`config.mk`:
```
export PLATFORM = sky130hd
export DESIGN_NAME = sync_fifo
export DESIGN_NICKNAME = d
export VERILOG_FILES = /design/src/rtl/sync_fifo_pkg.sv /design/src/rtl/sync_fifo_mem.sv /design/src/rtl/sync_fifo.sv
export SDC_FILE = /design/constraint.sdc
export NUM_CORES = 1
export LEC_CHECK = 0
export CORE_UTILIZATION = 49
export DETAILED_ROUTE_END_ITERATION = 8
export GPL_TIMING_DRIVEN = 1
export PLACE_DENSITY = 0.69
export REMOVE_ABC_BUFFERS = 1
export SYNTH_ARGS = -nofsm -noshare
export SYNTH_HDL_FRONTEND = slang
export SYNTH_SLANG_ARGS = --single-unit
```
`constraint.sdc`:
```
create_clock -name clk -period 2.3 [get_ports clk]
set_input_delay 0.23 -clock clk [delete_from_list [all_inputs] [get_ports clk]]
set_output_delay 0.23 -clock clk [all_outputs]
set_load 0.01 [all_outputs]
```
`src/rtl/sync_fifo_pkg.sv`:
```
// Shared defaults and derived widths for the synchronous FIFO.
// Optional error flags are enabled by defining SYNC_FIFO_ERR_EN.
package sync_fifo_pkg;

  localparam int FIFO_WIDTH = 8;
  localparam int FIFO_DEPTH = 8;
  localparam int FIFO_PTR_W = $clog2(FIFO_DEPTH);
  localparam int FIFO_CNT_W = FIFO_PTR_W + 1;

endpackage : sync_fifo_pkg

```
`src/rtl/sync_fifo_mem.sv`:
```
// DEPTH x WIDTH storage for sync_fifo: synchronous write, addressed read, no reset.
module sync_fifo_mem
  import sync_fifo_pkg::*;
#(
  parameter int WIDTH = FIFO_WIDTH,
  parameter int DEPTH = FIFO_DEPTH,
  parameter int AW    = $clog2(DEPTH)
) (
  input  logic             clk,
  input  logic             we,
  input  logic [AW-1:0]    waddr,
  input  logic [WIDTH-1:0] wdata,
  input  logic [AW-1:0]    raddr,
  output logic [WIDTH-1:0] rdata
);

  logic [WIDTH-1:0] mem_q [DEPTH];

  always_ff @(posedge clk) begin
    if (we) begin
      mem_q[waddr] <= wdata;
    end
  end

  // The owner registers this value into dout, so a same-edge write never leaks through.
  assign rdata = mem_q[raddr];

endmodule : sync_fifo_mem

```
`src/rtl/sync_fifo.sv`:
```
// Synchronous FIFO with registered read data and full/empty flags from the count.
// Define SYNC_FIFO_ERR_EN to add sticky overflow/underflow outputs d_ovf/d_udf.
module sync_fifo
  import sync_fifo_pkg::*;
#(
  parameter int WIDTH = FIFO_WIDTH,
  parameter int DEPTH = FIFO_DEPTH
) (
  input  logic             clk,
  input  logic             nrst,
  input  logic             we,
  input  logic             re,
  input  logic [WIDTH-1:0] din,
  output logic             d_full,
  output logic             d_empty,
  output logic [WIDTH-1:0] dout
`ifdef SYNC_FIFO_ERR_EN
  ,
  output logic             d_ovf,
  output logic             d_udf
`endif
);

  localparam int PTR_W = $clog2(DEPTH);
  localparam int CNT_W = PTR_W + 1;

  logic [PTR_W-1:0] wr_ptr_q, wr_ptr_d;
  logic [PTR_W-1:0] rd_ptr_q, rd_ptr_d;
  logic [CNT_W-1:0] cnt_q, cnt_d;
  logic [WIDTH-1:0] dout_q, dout_d;
  logic [WIDTH-1:0] mem_rdata;
  logic             rd_acc;
  logic             wr_acc;

  sync_fifo_mem #(
    .WIDTH (WIDTH),
    .DEPTH (DEPTH),
    .AW    (PTR_W)
  ) u_mem (
    .clk   (clk),
    .we    (wr_acc),
    .waddr (wr_ptr_q),
    .wdata (din),
    .raddr (rd_ptr_q),
    .rdata (mem_rdata)
  );

  // A read frees a slot this cycle, so a write into a full FIFO is still taken.
  always_comb begin
    rd_acc   = re && (cnt_q != '0);
    wr_acc   = we && ((cnt_q != CNT_W'(DEPTH)) || rd_acc);
    wr_ptr_d = wr_acc ? wr_ptr_q + PTR_W'(1) : wr_ptr_q;
    rd_ptr_d = rd_acc ? rd_ptr_q + PTR_W'(1) : rd_ptr_q;
    cnt_d    = cnt_q + CNT_W'(wr_acc) - CNT_W'(rd_acc);
    dout_d   = rd_acc ? mem_rdata : dout_q;
  end

  always_ff @(posedge clk or negedge nrst) begin
    if (!nrst) begin
      wr_ptr_q <= '0;
      rd_ptr_q <= '0;
      cnt_q    <= '0;
      dout_q   <= '0;
    end else begin
      wr_ptr_q <= wr_ptr_d;
      rd_ptr_q <= rd_ptr_d;
      cnt_q    <= cnt_d;
      dout_q   <= dout_d;
    end
  end

  assign d_full  = (cnt_q == CNT_W'(DEPTH));
  assign d_empty = (cnt_q == '0);
  assign dout    = dout_q;

`ifdef SYNC_FIFO_ERR_EN
  logic ovf_q, ovf_d;
  logic udf_q, udf_d;

  always_comb begin
    ovf_d = ovf_q || (we && !wr_acc);
    udf_d = udf_q || (re && !rd_acc);
  end

  always_ff @(posedge clk or negedge nrst) begin
    if (!nrst) begin
      ovf_q <= 1'b0;
      udf_q <= 1'b0;
    end else begin
      ovf_q <= ovf_d;
      udf_q <= udf_d;
    end
  end

  assign d_ovf = ovf_q;
  assign d_udf = udf_q;
`endif

endmodule : sync_fifo

```
==> results of run 1 <==
-- final cells by class --
| type | count | area (sq um) |
|---|---|---|
| multi-input combinational | 108 | 932 |
| timing repair buffer | 37 | 343 |
| tap | 77 | 96.3 |
| inverter | 8 | 30.0 |
| clock inverter | 7 | 90.1 |
| sequential | 82 | 2370 |
| clock buffer | 9 | 124 |
| fill | 494 | 2510 |
-- cells by family (layout without fill, tap and decap cells) --
group           Yosys count  in the layout
xor+xnor                  6              6
flops                    82             82
fa+ha+maj                 8              8
compound gates           38             38
simple gates             22             22
buf+inv                  16             61
mux                      34             34
-- flip-flops by register name, indices dropped and copies added (netlist names) --
register     flops
u_mem.mem_q     64
dout             8
cnt_q            4
rd_ptr_q         3
wr_ptr_q         3
-- placed cells by master, fill, tap and decap left out, drive strengths merged --
cell           instances
a21o                   1
xnor2                  5
clkinv                 3
fa                     1
nand3b                 1
a21oi                  1
inv                   10
bufinv                 2
nor4                   1
nor2b                  2
clkbuf                 9
ha                     7
nor3b                  1
nor2                   4
nand2                  3
clkdlybuf4s50         21
o21ai                  9
or3b                   1
o31ai                  8
mux2                  18
o22ai                  8
or3                    1
a22o                   8
nor3                   4
xor2                   1
buf                   16
edfxtp                64
mux2i                 16
nand2b                 4
dfrtp                 18
o211ai                 3
-- per-stage QoR --
stage / worst slack (ns) / instance area, sq um / total power [W] / cells / setup TNS (ns)
after floorplan: -0.101 / 3320 / 0.00318 / 198 / -0.262
after global placement: 0.168 / 3770 / 0.00381 / 312 / 0
after detailed placement: 0.112 / 3770 / 0.00384 / 312 / 0
after CTS: 0.0645 / 3980 / 0.00496 / 328 / 0
after global routing: -0.0142 / 3990 / 0.00520 / 328 / -0.0142
final: 0.0912 / 3990 / 0.00492 / 328 / 0
-- where the power goes --
group	switching [W]	leakage (nW)	internal [W]	total (W)
registers	0.000192	0.793	0.00194	0.00213
logic	0.000845	0.585	0.000827	0.00167
clock network	0.000500	0.109	0.000610	0.00111
-- worst paths after layout --
check | startpoint | slack, ns | end | cells after the start
setup / recovery | cnt_q[2] | 0.09 | d_full | 5
hold / removal | nrst | 0.21 | rd_ptr_q[0] | 2
setup reg to reg | cnt_q[2] | 0.13 | cnt_q[2] | 10
hold reg to reg | dout[7] | 0.53 | dout[7] | 2
max in group asynchronous | nrst | 1.88 | dout[3] | 2
min in group clk | dout[7] | 0.53 | dout[7] | 2
-- metal layers --
layer | share of wire | global-route usage
met3 | 0.043 | 0.0418
met5 | 0 | 0
met4 | 0.024 | 0.111
met1 | 0.47 | 0.282
met2 | 0.46 | 0.257
==> results_dict.tcl, run 1 <==
set metrics [dict create \
    yosysWarnings 0 \
    async_flop_share 0.220 \
    min_period_ns 2.21 \
    cts_resized 0 \
    synth_area_leader_cell "edfxtp_1" \
    p_leak_nw 1.49 \
    synth_adder_area_share 0.0318 \
    fin_nets 266 \
    setup_viol 0 \
    drv_slew 0 \
    hpwl_mm 4.00 \
    final.setup_skew_ns 0.00880 \
    status "finished, final reports clean" \
    synth.most_common_cell "edfxtp_1" \
    crit_slowest_cell "clkdlybuf4s50_1" \
    finalCritPeriodShare 0.960 \
    synth_edf_count 64 \
    grt-ovfl-total 0 \
    drt_iter0_markers 104 \
    die_w_um 85.0 \
    clkTransAtPathRegs_ns 0.08 \
    path_delay_family "buffers and inverters" \
    synthTopCellsByCount "edfxtp_1, dfrtp_1, mux2_2" \
    num_rows 29 \
    cp.arrival_ns 1.98 \
    cts-hold-fix-buffers 0 \
    worstPathRequired_ns 2.07 \
    maxCapViolCount 0 \
    viasPerCell 5.64 \
    first_global_vias 1816 \
    antenna_found_initial 0 \
    finalWeightedCongestion 0.780 \
    yosys.area.top_type_share 0.569 \
    tightest_slew_ns 0.714 \
    path_common_cell "inv_1" \
    dr.pass1.iters 4 \
    yosysUniqueCellTypes 32 \
    vias 1850 \
    cts_tree "built" \
    wl_mm 6.18 \
    synth-simple-area-share 0.0363 \
    syn_area_sq_um 3380 \
    synth_compound_area_frac 0.0803 \
    cts-root-buf "clkbuf_8" \
    cts_sinks 82 \
    muxShareOfSynthArea 0.108 \
    wl_per_cell_um 18.9 \
    clock_latency_ns 0.35 \
    synth_cells 206 \
    layout-drive-gt1-share 0.207 \
    hold_violations 0 \
    hold_path_class "input pin to async pin" \
    core-area_sq_um 6490 \
    grt_max_degree 35 \
    fin_util 0.614 \
    cp_slowest_stage_delay_ns 0.52 \
    initial_core_util 0.520 \
    ys_seq_area_frac 0.702 \
    ys_ff_latch 82 \
    synth_xor_xnor_area_share 0.0155 \
    io_pins 22 \
    ant_nets 0 \
    track_usage 0.190 \
    ys.flop_type "edfxtp_1" \
    path_buf_inv 3 \
    cts_buffers 9 \
    rsz0062_at_grt "yes" \
    max-slew-margin-rel 0.522 \
    antennaDiodeCount 0 \
    clockBufferDepth 2 \
    hold_slack_ns 0.214 \
    dieHeight_um 85.0 \
    path_class "register to output pin" \
    ys_top_cells_by_area "edfxtp_1, dfrtp_1, mux2_2, mux2i_1, ha_1" \
    startpoint_type "register" \
    crit_chain "inv_1 -> ha_1 -> or3b_4 -> inv_1 -> clkdlybuf4s50_1" \
    port_buffers 21 \
    grt_pass1_wl_mm 9.74 \
    synth_top_family_by_area "multiplexers" \
    crit_path_max_fanout 5 \
    synth_area_per_cell_sq_um 16.4 \
    cts-htree-levels 3 \
    fmax_mhz 453 \
    vdd_drop_max_mv 0.509 \
    post_cts_buffers 0 \
    power_density_nw_per_um2 1230 \
    drc 0 \
    syn_to_final_growth_pct 18.0 \
    crit_path_end_kind "output pin" \
    die-area_sq_um 7230 \
]
Power figures use the tool's default switching activity.
==> run 2, diff against run 1 <==
Settings changed: DONT_BUFFER_PORTS set to 1, PLACE_DENSITY 0.69 to 0.64.
==> run 2 against run 1 <==
Combinational power decreased by 13%. Worst setup slack improved by 0.12 ns. Flip-flop and latch count unchanged. Critical endpoint is now cnt_q[2]. Via count shrank 0.92%. Hold slack worse by 0.16 ns. Clock power down 20%. Largest power group unchanged. Die area stayed put.
==> results_dict.tcl, run 2 (same netlist as run 1, synthesis figures left out) <==
set metrics [dict create \
    drv_slew 0 \
    grt-ovfl-total 0 \
    initial_core_util 0.520 \
    p_switching_w 0.00152 \
    num_rows 29 \
    fin_util 0.582 \
    p_seq_frac 0.482 \
    cts_resized 0 \
    fillers 485 \
    core-area_sq_um 6490 \
    cts_sinks 82 \
    cp.arrival_ns 2.34 \
    cts_tree "built" \
    track_usage 0.199 \
    grt_pass1_wl_mm 10.1 \
    min_period_ns 2.09 \
    final.setup_skew_ns 0.00596 \
    status "finished, final reports clean" \
    wl_per_cell_um 20.9 \
    finalCritPeriodShare 0.910 \
    maxCapViolCount 0 \
    vias 1833 \
    mostFrequentLayoutCells "edfxtp_1, dfrtp_1, mux2_2" \
    clockBufferDepth 2 \
    ant_nets 0 \
    fin_nets 250 \
    die-area_sq_um 7230 \
    drt_iter0_markers 129 \
    syn_to_final_growth_pct 11.9 \
    die_w_um 85.0 \
    rsz0062_at_grt "no" \
    antenna_found_initial 0 \
    port_buffers 0 \
    p_leak_nw 1.39 \
    grt_max_degree 35 \
    netSwitchingFraction 0.336 \
    internal-power_w 0.00300 \
    wl_mm 6.52 \
    dieHeight_um 85.0 \
    top_register "u_mem.mem_q" \
    vdd_drop_max_mv 0.538 \
    largest_reg_flops 64 \
    dr.pass1.iters 5 \
    startpoint_type "register" \
    antennaDiodeCount 0 \
    finalWeightedCongestion 0.763 \
    final_common_cell "edfxtp_1" \
    worstPathRequired_ns 2.54 \
    hold_path_class "input pin to register" \
    setup_viol 0 \
    clock_latency_ns 0.35 \
    hpwl_mm 4.14 \
    cts_buffers 9 \
    viasPerCell 5.88 \
    first_global_vias 1879 \
    stdcell_area_sq_um 3780 \
    post_cts_buffers 0 \
    path_class "register to register" \
    hold_violations 0 \
    tightest_slew_ns 0.946 \
    power_frac_comb 0.320 \
    cts-htree-levels 3 \
    power.share.clock 0.197 \
    placed_cell_area_sq_um 3520 \
    cts-root-buf "clkbuf_8" \
    power_density_nw_per_um2 1190 \
    clkTransAtPathRegs_ns 0.08 \
    io_pins 22 \
    crit_path_end_kind "register" \
    drc 0 \
    max-slew-margin-rel 0.367 \
    crit_path_max_fanout 4 \
    fmax_mhz 478 \
    layout-drive-gt1-share 0.209 \
]
-- run 2: cell types whose count changed in the layout (fill, tap and decap cells not counted), sizes merged --
cell | before | now
clkdlybuf4s50 | 21 | 0
dlygate4sd3 | 0 | 9
buf | 16 | 12
clkinvlp | 0 | 4
bufinv | 2 | 0
inv | 10 | 8
clkbuf | 9 | 10
clkinv | 3 | 2
-- run 2: worst paths after layout --
path	start	endpoint	slack (ns)	cells past startpoint
max reg2reg	cnt_q[2]	cnt_q[2]	0.21	10
min reg2reg	rd_ptr_q[2]	rd_ptr_q[2]	0.56	1
max	cnt_q[2]	cnt_q[2]	0.21	10
min in group asynchronous	nrst	cnt_q[1]	0.47	1
max in group asynchronous	nrst	dout[0]	1.25	1
min	re	rd_ptr_q[2]	0.05	2
-- run 2: per-stage QoR --
step | hold WS (ns) | power [W] | TNS, ns | instances | setup WS, ns
detailed placement | -0.0652 | 0.00363 | 0 | 287 | 0.260
floorplan | -0.0656 | 0.00318 | -0.262 | 198 | -0.101
global placement | -0.0651 | 0.00358 | 0 | 287 | 0.302
CTS | 0.0411 | 0.00455 | 0 | 312 | 0.226
global route | 0.0550 | 0.00477 | 0 | 312 | 0.0291
finish | 0.0499 | 0.00452 | 0 | 312 | 0.207
-- run 2: layout make-up --
cell class                      count  area [sq um]  area share
Timing Repair Buffer               21           180      0.0476
Multi-Input combinational cell    108           932       0.246
Clock inverter                      6          43.8      0.0116
Sequential cell                    82          2370       0.627
Tap cell                           77          96.3      0.0255
Inverter                            8          30.0     0.00794
Clock buffer                       10           128      0.0337
-- run 2: power groups by stage --
stage	Combinational [W]	Clock (W)	Sequential, W
detailed placement	0.00142	0	0.00221
floorplan	0.000943	0	0.00224
global placement	0.00138	0	0.00220
global route	0.00158	0.000966	0.00222
CTS	0.00146	0.000914	0.00218
finish	0.00145	0.000892	0.00218
-- run 2: timing repair --
item,CTS,global route
setup endpoints to repair,0,0
hold endpoints to repair,82,0
hold buffers,9,0
-- run 2: layer usage --
layer  share of wire  wire length [um]  GRT usage
met5               0                 0          0
met4           0.023               153     0.0955
met3           0.046               302     0.0584
met2            0.50              3240      0.331
met1            0.43              2820      0.240
-- run 2: worst max-delay path: stages (launching register included) --
cell and delay [ns]:
dfrtp_1 0.36, inv_1 0.10, ha_1 0.17, nor3b_2 0.25
buf_4 0.18, o211ai_1 0.09, nand2_1 0.09, ha_1 0.16
inv_1 0.06, fa_1 0.38, xnor2_1 0.14
